`src/rtl/regfile_wb_arbiter.sv`:
```
// regfile_wb_arbiter
// Shares the register file's single write port between the writeback stage
// (requester 0, fixed priority) and the multi-cycle execution unit
// (requester 1). A bounded-wait counter forces a requester-1 grant after
// MAX_WAIT consecutive lost arbitrations, stalling the pipe for that cycle.
//
// Optional feature macro: REGWB_SCOREBOARD_EN
//   defined   -> busy vector tracks destinations issued to the multi-cycle
//                unit; busy_a/busy_b report pending writes for RA/RB.
//   undefined -> no busy storage; busy_a/busy_b are constant 0.
//
// Ports:
//   Clk, Reset          clock, asynchronous active-high reset
//   wb0_valid/rw/data   requester 0 write request (no back-pressure)
//   wb1_valid/rw/data   requester 1 write request
//   wb1_ready           combinational grant to requester 1
//   stall_pipe          registered, high while the arbiter is in FORCE
//   RegWr/RW/BusW       registered register-file write port
//   issue_valid/rd      multi-cycle op issue (scoreboard set)
//   RA/RB, busy_a/b     scoreboard lookups
//   dbgState            current arbiter state (IDLE=0, WAIT=1, FORCE=2)
//
// Handshake: requester 1 fires when wb1_valid & wb1_ready at posedge; once
// wb1_valid is raised, wb1_valid/wb1_rw/wb1_data stay stable until it fires.
// Requester 0 is never refused except through stall_pipe, which makes the
// upstream stage re-present the same request in the following cycle.
module regfile_wb_arbiter #(
  parameter int MAX_WAIT = 4,
  parameter int DATA_W   = 64
) (
  input  logic              Clk,
  input  logic              Reset,
  input  logic              wb0_valid,
  input  logic [4:0]        wb0_rw,
  input  logic [DATA_W-1:0] wb0_data,
  input  logic              wb1_valid,
  output logic              wb1_ready,
  input  logic [4:0]        wb1_rw,
  input  logic [DATA_W-1:0] wb1_data,
  output logic              stall_pipe,
  output logic              RegWr,
  output logic [4:0]        RW,
  output logic [DATA_W-1:0] BusW,
  input  logic              issue_valid,
  input  logic [4:0]        issue_rd,
  input  logic [4:0]        RA,
  input  logic [4:0]        RB,
  output logic              busy_a,
  output logic              busy_b,
  output logic [1:0]        dbgState
);

  typedef enum logic [1:0] {
    S_IDLE  = 2'd0,
    S_WAIT  = 2'd1,
    S_FORCE = 2'd2
  } state_t;

  localparam logic [3:0] LAST_LOSS = 4'(MAX_WAIT - 1);
  localparam logic [4:0] XZR       = 5'd31;

  state_t     state, stateNext;
  logic [3:0] waitCnt, waitCntNext;
  logic       fire, loss, win0;

  assign wb1_ready = (state == S_FORCE) | ~wb0_valid;
  assign fire      = wb1_valid & wb1_ready;
  assign loss      = wb1_valid & ~wb1_ready;
  assign win0      = wb0_valid & (state != S_FORCE);
  assign dbgState  = state;

  always_comb begin
    stateNext   = state;
    waitCntNext = waitCnt;
    // Count consecutive losses only; a fire or a withdrawn request restarts.
    if (loss) waitCntNext = waitCnt + 4'd1;
    else      waitCntNext = 4'd0;
    case (state)
      // IDLE holds waitCnt==0, so with MAX_WAIT==1 the first loss forces.
      S_IDLE, S_WAIT: begin
        if (loss) stateNext = (waitCnt == LAST_LOSS) ? S_FORCE : S_WAIT;
        else      stateNext = S_IDLE;
      end
      S_FORCE: stateNext = S_IDLE;
      default: stateNext = S_IDLE;
    endcase
  end

  always_ff @(posedge Clk or posedge Reset) begin
    if (Reset) begin
      state      <= S_IDLE;
      waitCnt    <= 4'd0;
      stall_pipe <= 1'b0;
    end else begin
      state      <= stateNext;
      waitCnt    <= waitCntNext;
      stall_pipe <= (stateNext == S_FORCE);
    end
  end

  // Write port register. XZR writes are granted but never enabled.
  always_ff @(posedge Clk or posedge Reset) begin
    if (Reset) begin
      RegWr <= 1'b0;
      RW    <= XZR;
      BusW  <= '0;
    end else if (win0) begin
      RegWr <= (wb0_rw != XZR);
      RW    <= wb0_rw;
      BusW  <= wb0_data;
    end else if (fire) begin
      RegWr <= (wb1_rw != XZR);
      RW    <= wb1_rw;
      BusW  <= wb1_data;
    end else begin
      RegWr <= 1'b0;
    end
  end

`ifdef REGWB_SCOREBOARD_EN
  // Bit 31 is never set, so lookups of XZR always read 0.
  logic [31:0] busy;

  always_ff @(posedge Clk or posedge Reset) begin
    if (Reset) begin
      busy <= '0;
    end else begin
      if (fire) busy[wb1_rw] <= 1'b0;
      // Issued after the clear so a same-cycle set wins.
      if (issue_valid && issue_rd != XZR) busy[issue_rd] <= 1'b1;
    end
  end

  assign busy_a = busy[RA];
  assign busy_b = busy[RB];
`else
  logic unusedSbInputs;
  assign unusedSbInputs = ^{issue_valid, issue_rd, RA, RB};
  assign busy_a = 1'b0;
  assign busy_b = 1'b0;
`endif

endmodule
```
`config.mk`:
```
export PLATFORM = sky130hd
export DESIGN_NAME = regfile_wb_arbiter
export DESIGN_NICKNAME = d
export VERILOG_FILES = /design/src/rtl/regfile_wb_arbiter.sv
export SDC_FILE = /design/constraint.sdc
export NUM_CORES = 1
export LEC_CHECK = 0
export BUFFER_PORTS_ARGS = -buffer_cell sky130_fd_sc_hd__buf_4
export CORE_ASPECT_RATIO = 0.6
export CORE_MARGIN = 2
export CORE_UTILIZATION = 45
export DETAILED_ROUTE_END_ITERATION = 8
export GPL_TIMING_DRIVEN = 1
export PLACE_DENSITY = 0.93
export RECOVER_POWER = 50
export SETUP_SLACK_MARGIN = 0.5
export SYNTH_ARGS = -nofsm -noshare
export SYNTH_HDL_FRONTEND = slang
export SYNTH_SLANG_ARGS = --single-unit
export TNS_END_PERCENT = 10
```
`constraint.sdc`:
```
create_clock -name Clk -period 7.3 [get_ports Clk]
set_input_delay 1.46 -clock Clk [delete_from_list [all_inputs] [get_ports Clk]]
set_output_delay 1.46 -clock Clk [all_outputs]
set_load 0.03 [all_outputs]
```
==> metrics list <==
- Site Rows: 27
- Counting the buffers created by CTS gives 9.
- Syn-to-layout area delta: 42.31%
- After clock tree synthesis, the flow added hold-fix buffers numbering 0.
- Post-CTS setup buffer count: 0
* Fraction of synthesized cell area in xor and xnor cells: 0.4183%
* H-tree depth: 3
- Status: completed
- Via count of the first global-routing pass: 3201
* Final setup vio count: 0
- The initial utilization of the core area, before any placement, comes to 45.91%.
- Routed wire per std cell: 17.59 µm
- Peak VDD IR: 0.0001439 V
- Depth of the worst register-to-register path: 4
- For flop-to-flop paths, the worst setup slack is 5170 ps.
* Kind of start point of the critical path: primary input
- The clock arrives with 4.051 ps of skew.
- The repair_antennas step left the layout with diodes totalling 0.
- Clk slew on worst S/H paths: 60 ps
* Number of port buffers: 215
* Area of the die: 10120 µm²
- For this run, asynchronously set or reset flops after synthesis account for 100.0%.
* Met2 track demand over resource: 36.06%
* Final-layout fill cell count: 711
* Hold slack: 468.6 ps
* Antenna violations before repair: 0
* I/O pin count: 234
- Counting I/O delays and the setup requirement, the final critical path takes 3280 ps.
* Top FF cell, synth: dfrtp_1
* Areal power density over the cells: 226.9 nW/µm²
- The cell sitting at the root of the clock tree is a clkbuf_16.
- From bottom edge to top edge, the die measures 78.73 µm.
- Each instance of the synthesized netlist takes up on average 16.29 µm².
* Yosys top cell by area: dfrtp_1
- The count of final hold-check violations came to 0.
- Using the TritonRoute via totals, the vias-per-cell ratio works out to 4.951.
- Crit path max fanout: 3
- Number of cells upsized or downsized after cts: 0
- CP Capture Point: wb1_ready
- The clock net in this run drives a total of 77 sinks.
- Number of buffers on the longest clock path: 2
- Global route total overflow: 0
* Detailed Routing Iterations Pass 1: 4
- Placer Congestion: 0.7782
- Number of synthesized flops with an enable pin: 0
* Arrival time of data at the critical path endpoint: 1820 ps
- Register bit count reported by yosys: 77
- Critical Path End Type: primary output
- Timing startpoint of the critical path: wb0_valid
- Sequential-to-total area share from yosys stat: 46.16%
- Fraction of the mapped netlist area in simple logic gates: 1.912%
* Synthesis warning total: 0
* Busiest grt layer: met2
- Synth area leaders: dfrtp_1 (43%), mux2_4 (30%), mux2_2 (9.4%), mux2_1 (5.4%), dfstp_2 (3.1%)
- Relative slew slack: 22.16%
* Worst-Skew Late Latency: 330 ps
- Post-Syn Instances: 257
- Cell leakage power: 2.939 nW
- Setup total negative slack: 0 ps
- Tightest Pin Transition: 1168 ps
- Adder and majority gate portion of the synthesized area: 0.2988%
- The die is 128.5 µm wide.
- Of the cells placed in the final design, the portion with a size suffix greater than 1 is 67.93%.
- The final number of max-transition violations came to 0.
- Sequential cell area: 1933 µm²
* Total Routing Usage GR: 20.67%
- CTS tree: yes
- Summing the areas of all compound-gate instances in the mapped netlist gives 0.7768% of the synthesized area.
- Sorting the synthesized cells by how often they occur yields mux2_4 (83), dfrtp_1 (72), mux2_2 (35).
- At the worst endpoint, the required time is 5840 ps.
- Beginning of the worst register-to-register path: dbgState[1]
- Along the worst hold path, the cell count comes to 1.
- Max-cap check violation count: 0
- Core Region: 9121 µm²
- Entering global routing, the biggest net connects 78 pins.
- Post-DP HPWL: 7.515 mm
* Combinational family with the most area after synthesis: multiplexers
* Period utilisation layout: 44.93%
* Critical Setup Path Class: in -> out
- Based on the critical path, the design can be clocked at up to 304.9 MHz.
- Met1 demand-to-capacity share in global routing: 23.95%
- By instance count, the leading cell after synthesis is mux2_4.
* Post-detailed-route count of antenna-violating nets: 0
- Met3 track demand over resource in global routing: 8.423%
- In this run the critical register-to-register path is captured at BusW[4].
- Unrepaired setup endpoints after global routing: no
- Multiplexer area fraction after synthesis: 44.79%
- Via count: 2921
- First-pass GRT wire length: 16.15 mm
* Area of the multi-input gates: 2026 µm²
* Number of DRC violations after detailed-routing iteration 0: 100
- Final Net Count: 628
- Area share of the leading cell type in the synthesized netlist: 43.02%
* Syn Std Cell Area: 4188 µm²
- DRC violation count after routing: 0
- Class of the most critical hold timing path: reg -> reg
- After synthesis, the netlist uses 25 different library cells.
- Sum of routed wire length over all layers: 10.38 mm
logic make-up (layout without fill, tap and decap cells):
kind of cell | Yosys count | in the layout
adder cells (fa/ha/maj) | 1 | 1
AO/OA/AOI/OAI | 3 | 3
XOR/XNOR | 2 | 2
multiplexers | 139 | 139
AND/OR/NAND/NOR | 14 | 14
flip-flops | 77 | 77
other | 1 | 2
buffers and inverters | 20 | 236
final cells by class:
| type | count | area share [%] |
|---|---|---|
| clock inverters | 5 | 1.785 |
| multi-input cells | 161 | 33.99 |
| flip-flops and latches | 77 | 32.44 |
| inverters | 2 | 0.1470 |
| clock buffers | 11 | 4.073 |
| repair buffers | 218 | 25.13 |
| well taps | 116 | 2.435 |
worst max-delay path, stage by stage:
cell	delay [ps]
buf_4	130
o21ai_4	50
buf_4	180
per-stage QoR:
stage          utilization, %  setup WS (ps)  std cells  instance area [µm²]  total power, W
2_1_floorplan               -           3882        258                 4192       0.0007222
3_3_place_gp            63.03           3935        574                 5749       0.0008516
3_5_place_dp            63.03           3878        574                 5749       0.0008631
4_1_cts                 66.86           4016        590                 6098        0.001390
5_1_grt                 65.34           4000        590                 5959        0.001411
6_report                65.34           4020        590                 5959        0.001352
layer usage:
layer,vias up,routed length [µm]
met1,1425,4158
li1,1348,-
met5,-,0
met4,0,62
met2,141,5231
met3,7,929
worst min path at each step:
stage                     startpoint          to  slack [ps]
final                     waitCnt[0]  waitCnt[0]         470
after global routing      waitCnt[0]  waitCnt[0]         490
after CTS                 waitCnt[0]  waitCnt[0]         470
after detailed placement  waitCnt[0]  waitCnt[0]         470
after global placement    waitCnt[0]  waitCnt[0]         460
after floorplan           waitCnt[0]  waitCnt[0]         440
sequential cells by signal, indices dropped and copies added (netlist names):
name        flops
BusW           64
RW              5
RegWr           1
dbgState        2
stall_pipe      1
waitCnt         4
report_power, final:
part	leakage [nW]	internal (W)	total (W)	switching, W
sequential	0.905	0.000469	0.000494	0.0000241
combinational	1.87	0.000176	0.000343	0.000167
clock	0.166	0.000345	0.000516	0.000171
layout by cell type, fill, tap and decap left out, drive strengths merged:
cell	Yosys	layout
buf	18	180
bufinv	0	3
clkbuf	0	49
clkinvlp	0	2
conb	1	2
dfrtp	72	72
dfstp	5	5
ha	1	1
inv	2	2
mux2	138	138
mux2i	1	1
nand2	3	3
nand3	3	3
nor2	1	1
nor3	1	1
nor3b	6	6
o2111a	1	1
o21ai	2	2
xnor2	1	1
xor2	1	1
Power figures use the tool's default switching activity.
